<file path="config.mk">
export PLATFORM = sky130hd
export DESIGN_NAME = ecc_scalar_bit_sequencer
export DESIGN_NICKNAME = d
export VERILOG_FILES = /design/src/rtl/ecc_scalar_bit_sequencer.sv
export SDC_FILE = /design/constraint.sdc
export NUM_CORES = 1
export LEC_CHECK = 0
export BUFFER_PORTS_ARGS = -buffer_cell sky130_fd_sc_hd__clkbuf_2
export CAP_MARGIN = 20
export CELL_PAD_IN_SITES_DETAIL_PLACEMENT = 1
export CELL_PAD_IN_SITES_GLOBAL_PLACEMENT = 1
export CORE_ASPECT_RATIO = 2
export CORE_MARGIN = 2
export CORE_UTILIZATION = 43
export CTS_CLUSTER_SIZE = 20
export DETAILED_ROUTE_END_ITERATION = 12
export HOLD_SLACK_MARGIN = 0.05
export PLACE_DENSITY_LB_ADDON = 0.08
export SYNTH_ARGS = -nofsm -noshare
export SYNTH_HDL_FRONTEND = slang
export SYNTH_SLANG_ARGS = --single-unit
</file>
<file path="constraint.sdc">
create_clock -name clk -period 3 [get_ports clk]
set_input_delay 0.15 -clock clk [delete_from_list [all_inputs] [get_ports clk]]
set_output_delay 0.15 -clock clk [all_outputs]
set_load 0.02 [all_outputs]
</file>
<file path="src/rtl/ecc_scalar_bit_sequencer.sv">
// Presents a blinded ECC scalar to the ladder one bit per transfer, MSB first, constant-time.
// Load-to-first-valid 1 cycle; bit/idx/last hold while bit_ready_i is low; done_o pulses once after bit 0.
module ecc_scalar_bit_sequencer #(
   parameter  int REG_SIZE    = 384,
   parameter  int RND_SIZE    = 192,
   localparam int SCALAR_SIZE = REG_SIZE + RND_SIZE,
   localparam int IDX_W       = $clog2(SCALAR_SIZE)
) (
   input  logic                   clk,
   input  logic                   reset_n,
   input  logic                   zeroize,
   input  logic                   load_i,
   input  logic [SCALAR_SIZE-1:0] scalar_i,
   input  logic                   bit_ready_i,
   output logic                   bit_valid_o,
   output logic                   bit_o,
   output logic [IDX_W-1:0]       bit_idx_o,
   output logic                   last_o,
   output logic                   busy_o,
   output logic                   done_o
);

   localparam logic [1:0] IDLE   = 2'd0;
   localparam logic [1:0] ACTIVE = 2'd1;
   localparam logic [1:0] DONE   = 2'd2;

   logic [1:0]             state_q;
   logic [SCALAR_SIZE-1:0] shift_q;
   logic [IDX_W-1:0]       cnt_q;
   logic                   active;

   assign active = (state_q == ACTIVE);

   always_ff @(posedge clk or negedge reset_n) begin
      if (!reset_n) begin
         state_q <= IDLE;
         shift_q <= '0;
         cnt_q   <= '0;
      end else if (zeroize) begin
         state_q <= IDLE;
         shift_q <= '0;
         cnt_q   <= '0;
      end else begin
         case (state_q)
            IDLE: begin
               if (load_i) begin
                  state_q <= ACTIVE;
                  shift_q <= scalar_i;
                  cnt_q   <= IDX_W'(SCALAR_SIZE - 1);
               end
            end
            ACTIVE: begin
               // Zero is shifted in so consumed scalar bits never linger in the register.
               if (bit_ready_i) begin
                  shift_q <= {shift_q[SCALAR_SIZE-2:0], 1'b0};
                  if (cnt_q == '0) begin
                     state_q <= DONE;
                  end else begin
                     cnt_q <= cnt_q - 1'b1;
                  end
               end
            end
            DONE: begin
               state_q <= IDLE;
            end
            default: begin
               state_q <= IDLE;
            end
         endcase
      end
   end

   assign bit_valid_o = active;
   assign bit_o       = active & shift_q[SCALAR_SIZE-1];
   assign bit_idx_o   = active ? cnt_q : '0;
   assign last_o      = active & (cnt_q == '0);
   assign busy_o      = (state_q == ACTIVE) | (state_q == DONE);
   assign done_o      = (state_q == DONE);

endmodule

</file>
* Word-level counts from Yosys, hierarchy flattened *
Cells that the tools add are included.

storage, ports and cells
  input port bits = 581
  output and inout port bits = 15
  register bits = 588
  logic and storage cells = 34

cells by class
  equal/unequal tests = 6
  multiplexer cells = 15
  bitwise logic cells = 3
  reductions and logical operators = 6
  add/sub/neg operators = 1

operators with widths
  cell                                                                  count
  576-bit two-way mux                                                   3
  576-bit case mux with 2 select lines                                  1
  10-bit two-way mux                                                    5
  10-bit case mux with 2 select lines                                   1
  10-bit logical NOT                                                    1
  10-bit by 1-bit subtractor with 10-bit output, second input constant  1
  3-bit != test, second input constant                                  3
  2-bit two-way mux                                                     4
  3-bit AND reduction                                                   2
  2-bit case mux with 2 select lines                                    1
  4-bit AND reduction                                                   1
  3-bit by 2-bit != test with 1-bit output, second input constant       1
  3-bit nonzero test                                                    1
  1-bit AND                                                             2
  2-bit by 1-bit == test with 1-bit output, second input constant       1
  2-bit == test, second input constant                                  1
  2-bit logical NOT                                                     1
  1-bit OR                                                              1

* Longest topological paths before layout *
  word-level depth = 5
  gate-level depth with buffers = 10

* Worst setup path after synthesis *
No wires, ideal clock.

  path kind = reg-to-reg
  start point = register state_q[1]
  end point = register shift_q[131]
  period minus slack after synthesis = 2.395 ns
  data required time = 2.858 ns
  arrival = 2.253 ns
  buffers on the path = 5
  slack = 0.605 ns
  cell stages (with the launch flop) = 11
  cell sequence = dfrtp_1 -> inv_1 -> ha_1 -> clkbuf_1 -> nand2b_1 -> o211a_1 -> clkbuf_1 -> clkbuf_1 -> clkbuf_1 -> clkbuf_1 -> a211oi_1

between the ends
  word-level cells in the longest chain between the ends = 3
  elaborated cells on any way between the ends = 8

ends and longest elaborated chain
  item                                                                         RTL line  RTL
  from (decl)                                                                  27        logic [1:0] state_q;
  from (signal assigned)                                                       36        state_q <= IDLE;
  from (signal assigned)                                                       40        state_q <= IDLE;
  from (signal assigned)                                                       47        state_q <= ACTIVE;
  2-bit by 1-bit == test with 1-bit output (*)                                 --
  via bit_valid_o                                                              15        output logic bit_valid_o,
  3-bit != test (no source line) (tied with other cells)                       --
  3-bit AND reduction (no source line) or 576-bit two-way mux (tied branches)  --
  to (signal assigned)                                                         48        shift_q <= scalar_i;
  to (signal assigned)                                                         55        shift_q <= {shift_q[SCALAR_SIZE-2:0], 1'b0};
  to (decl)                                                                    28        logic [SCALAR_SIZE-1:0] shift_q;

Mark *: on every way through the listed nets, which the timed path passes. The rest lies on a longest branch.
A chain may end at the register's enable or synchronous reset.

* Worst setup path in the final report *
  start point = register cnt_q[1]
  end point = output port last_o

between the ends
  word-level cells in the longest chain between the ends = 2

ends and longest elaborated chain
  item                    RTL line  RTL
  from (decl)             29        logic [IDX_W-1:0] cnt_q;
  from (signal assigned)  49        cnt_q <= IDX_W'(SCALAR_SIZE - 1);
  from (signal assigned)  59        cnt_q <= cnt_q - 1'b1;
  10-bit logical NOT      76        assign last_o = active & (cnt_q == '0);
  1-bit AND               76
  to (decl)               18        output logic last_o,

Every way passes these cells.

==> results by group <==
Floorplan
  – Row cnt: 133
  – Horiz. Die Dim: 186 µm
  – Initial Util: 43.4%
  – Core Region: 0.0657 mm²
  – I/O pins: 596
  – Die Height: 368 µm
  – Die area: 0.0686 mm²

Clock tree
  – CTS tree: built
  – Reg clk slew, reported paths: 0.07 ns
  – Clock Sinks: 588
  – Root Buffer: clkbuf_16
  – H-tree Lvls: 2
  – Bufs on Longest Clock Path: 3
  – Skew-Pair Late Insertion Delay: 0.60 ns
  – Num CTS Buffers: 55

STA
  – Fin crit share: 93.6%
  – Unrepaired setup endpoints after global routing: no
  – Slew Limit Fails: 0
  – Final Hold Fails: 0
  – Worst Skew: 0.0220 ns
  – Slew headroom: 26.5%
  – Count of final setup violators: 0
  – Period minus WS final: 2.81 ns
  – Fmax: 356 MHz
  – Setup TNS: 0 ns
  – Final setup margin: 0.191 ns
  – Slew @ Worst Pin: 1.09 ns

Worst setup path
  – Worst Path Buf+Inv: 2
  – Worst r2r src: state_q[0]$_DFFE_PN0P_
  – CP startpoint kind: flop
  – CP Max Fanout: 9
  – CP arrival: 2.66 ns
  – Worst endpoint required time: 2.85 ns
  – Max incr delay on CP: 0.53 ns
  – Setup crit start: cnt_q[1]$_DFFE_PN0P_
  – Worst path cell trace: inv_1 > ha_2 > or4b_4 > or4_4 > nor2_1 > buf_4
  – Critical path's top delay family: simple AND/OR/NAND/NOR gates
  – Setup CP Type: reg2out
  – Crit path capture type: output pin
  – Max stage delay cell, worst path: or4b_4

Synthesis
  – Register area share after synthesis: 51.6%
  – Post-synth EDFFs: 0
  – Yosys warnings: 0
  – Ys flop type: dfrtp_1
  – Netlist Area Pre-Place: 0.0285 mm²
  – Distinct cells, synth: 42
  – Synthesized flop and latch total: 588
  – Net count after synthesis: 3249
  – Ys async rst share: 100%
  – Cell count after synthesis: 2663
  – Avg Inst Size Synth: 10.7 µm²

Final layout
  – Synthesis-to-layout area growth: 41.1%
  – Fillers: 6928
  – Fin nets: 4286
  – Layout cells sized above 1: 20.4%
  – Fin area: 0.0403 mm²
  – Fin cells: 4660

Routing
  – Drt total wl: 111000 µm
  – DRT Pass-1 Iters: 5
  – Antenna viol nets, final: 0
  – DR WL/cell: 23.8 µm
  – DR vias: 26292
  – DRT iter0 DRCs: 1446
  – DRC: 0
  – Via density: 5.64

Pwr
  – Pleak: 0.0182 µW
  – Power Density: 923 mW/mm²
  – Max VDD drop: 550 µV
  – Power Total: 37100 µW

GRT
  – Vias in the first global route: 29861
  – Overflow after GRT: 0
  – Initial antenna violation count: 44
  – Tot GR Track Use: 31.8%
  – First-pass GRT wire length: 171000 µm
  – Largest net degree at the start of global routing: 138

Placed design
  – # port buffers: 595
  – Placed Area: 0.0326 mm²
  – Placed cell count: 3940
  – DP HPWL: 62800 µm
  – Pre-CTS setup slack: 0.413 ns
  – GP Congestion: 0.805

Run status
  – Status: finished, final reports clean

Worst hold path
  – Type of the worst min-delay path: in2async

Flow run
  – MaxCap Viol Count: 0
path summary, 6_finish.rpt:
kind	to	cells after the start	slack [ns]
min	shift_q[10]$_DFFE_PN0P_	2	0.1
max	last_o	6	0.19
max reg2reg	shift_q[180]$_DFFE_PN0P_	8	0.19
min in group clk	shift_q[294]$_DFFE_PN0P_	2	0.10
min reg2reg	state_q[1]$_DFFE_PN0P_	1	0.53
max in group asynchronous	shift_q[401]$_DFFE_PN0P_	4	1.73
cell usage after synthesis (all sizes together), types with 2 or more instances:
master    n  area (µm²)
a211oi  575        4320
a21oi     9        45.0
a311oi    3        26.3
a41o      2        20.0
a41oi     2        17.5
and2      7        43.8
and3      2        12.5
buf      22         104
clkbuf  242         908
dfrtp   588       14700
ha        5        62.6
inv       7        26.3
mux2i   575        5760
nand2     3        11.3
nand2b    2        12.5
nor2    586        2200
nor3      3        15.0
o211a     2        20.0
o21a      2        15.0
o311ai    2        17.5
o31ai     4        30.0
or4       3        26.3
power by group:
| group | switching (µW) | internal [µW] | leakage, µW |
|---|---|---|---|
| Combinational | 9600 | 6700 | 0.00965 |
| Clock | 3260 | 3960 | 0.000893 |
| Sequential | 2360 | 11300 | 0.00770 |
| Total | 15200 | 21900 | 0.0182 |
routing by layer:
metal  global-route usage, %  routed length (µm)
met3                    6.71                6540
met5                       0                  61
met1                    36.9               42700
met2                    55.5               56300
met4                    14.6                5370
logic make-up after synthesis:
| group | share of synthesized area, % |
|---|---|
| fa+ha+maj | 0.219 |
| simple gates | 8.40 |
| buf+inv | 3.64 |
| flops | 51.6 |
| mux | 20.2 |
| compound gates | 16.0 |
worst reg2reg max path, delay by kind of cell, from the launching register on:
kind / cells / cell delay [ns]
AND/OR/NAND/NOR: 2 / 0.33
adder cells (fa/ha/maj): 1 / 0.27
flip-flops: 1 / 0.41
buffers and inverters: 3 / 0.69
AO/OA/AOI/OAI: 2 / 0.94
repair_timing:
action                                  CTS  global route
pin swaps                                 0             1
hold endpoints to repair                742             0
endpoints found under the setup margin    1             1
hold buffers                            577             0
setup buffers                             0             3
resized for setup                         2             2
area by class of cell:
type                       count  area [µm²]  area share [%]
multi-input combinational   1804       12800            31.8
inverter                       7        26.3          0.0653
timing repair buffer        1244        9730            24.2
clock buffer                  81        1600            3.98
tap                          877        1100            2.73
antenna                       40         100           0.249
sequential                   588       14700            36.5
clock inverter                19         178           0.441
through the flow:
stage               hold slack (ns)  util, %
detailed placement            0.162     49.6
finish                       0.0954     61.3
global route                  0.133     61.2
global placement              0.160     49.6
CTS                          0.0879     61.1
floorplan                    -0.146        -
layout by cell type (no fill, tap or decap), drive strengths merged, types with 2 or more instances in the layout:
cell,instances
clkbuf,673
nor2,586
a211oi,575
o21a,2
o211a,2
ha,5
a311oi,3
buf,75
bufinv,3
a21oi,9
nand2,3
dlygate4sd3,577
nor3,3
o31ai,4
inv,8
and3,2
diode,40
or4,3
a41oi,2
mux2i,575
a41o,2
clkinv,15
and2,7
dfrtp,588
nand2b,2
o311ai,2
registers in the layout (all words and copies together), names as in the netlist:
signal   cells
shift_q    576
cnt_q       10
state_q      2
(Power assumes the default switching activity.)
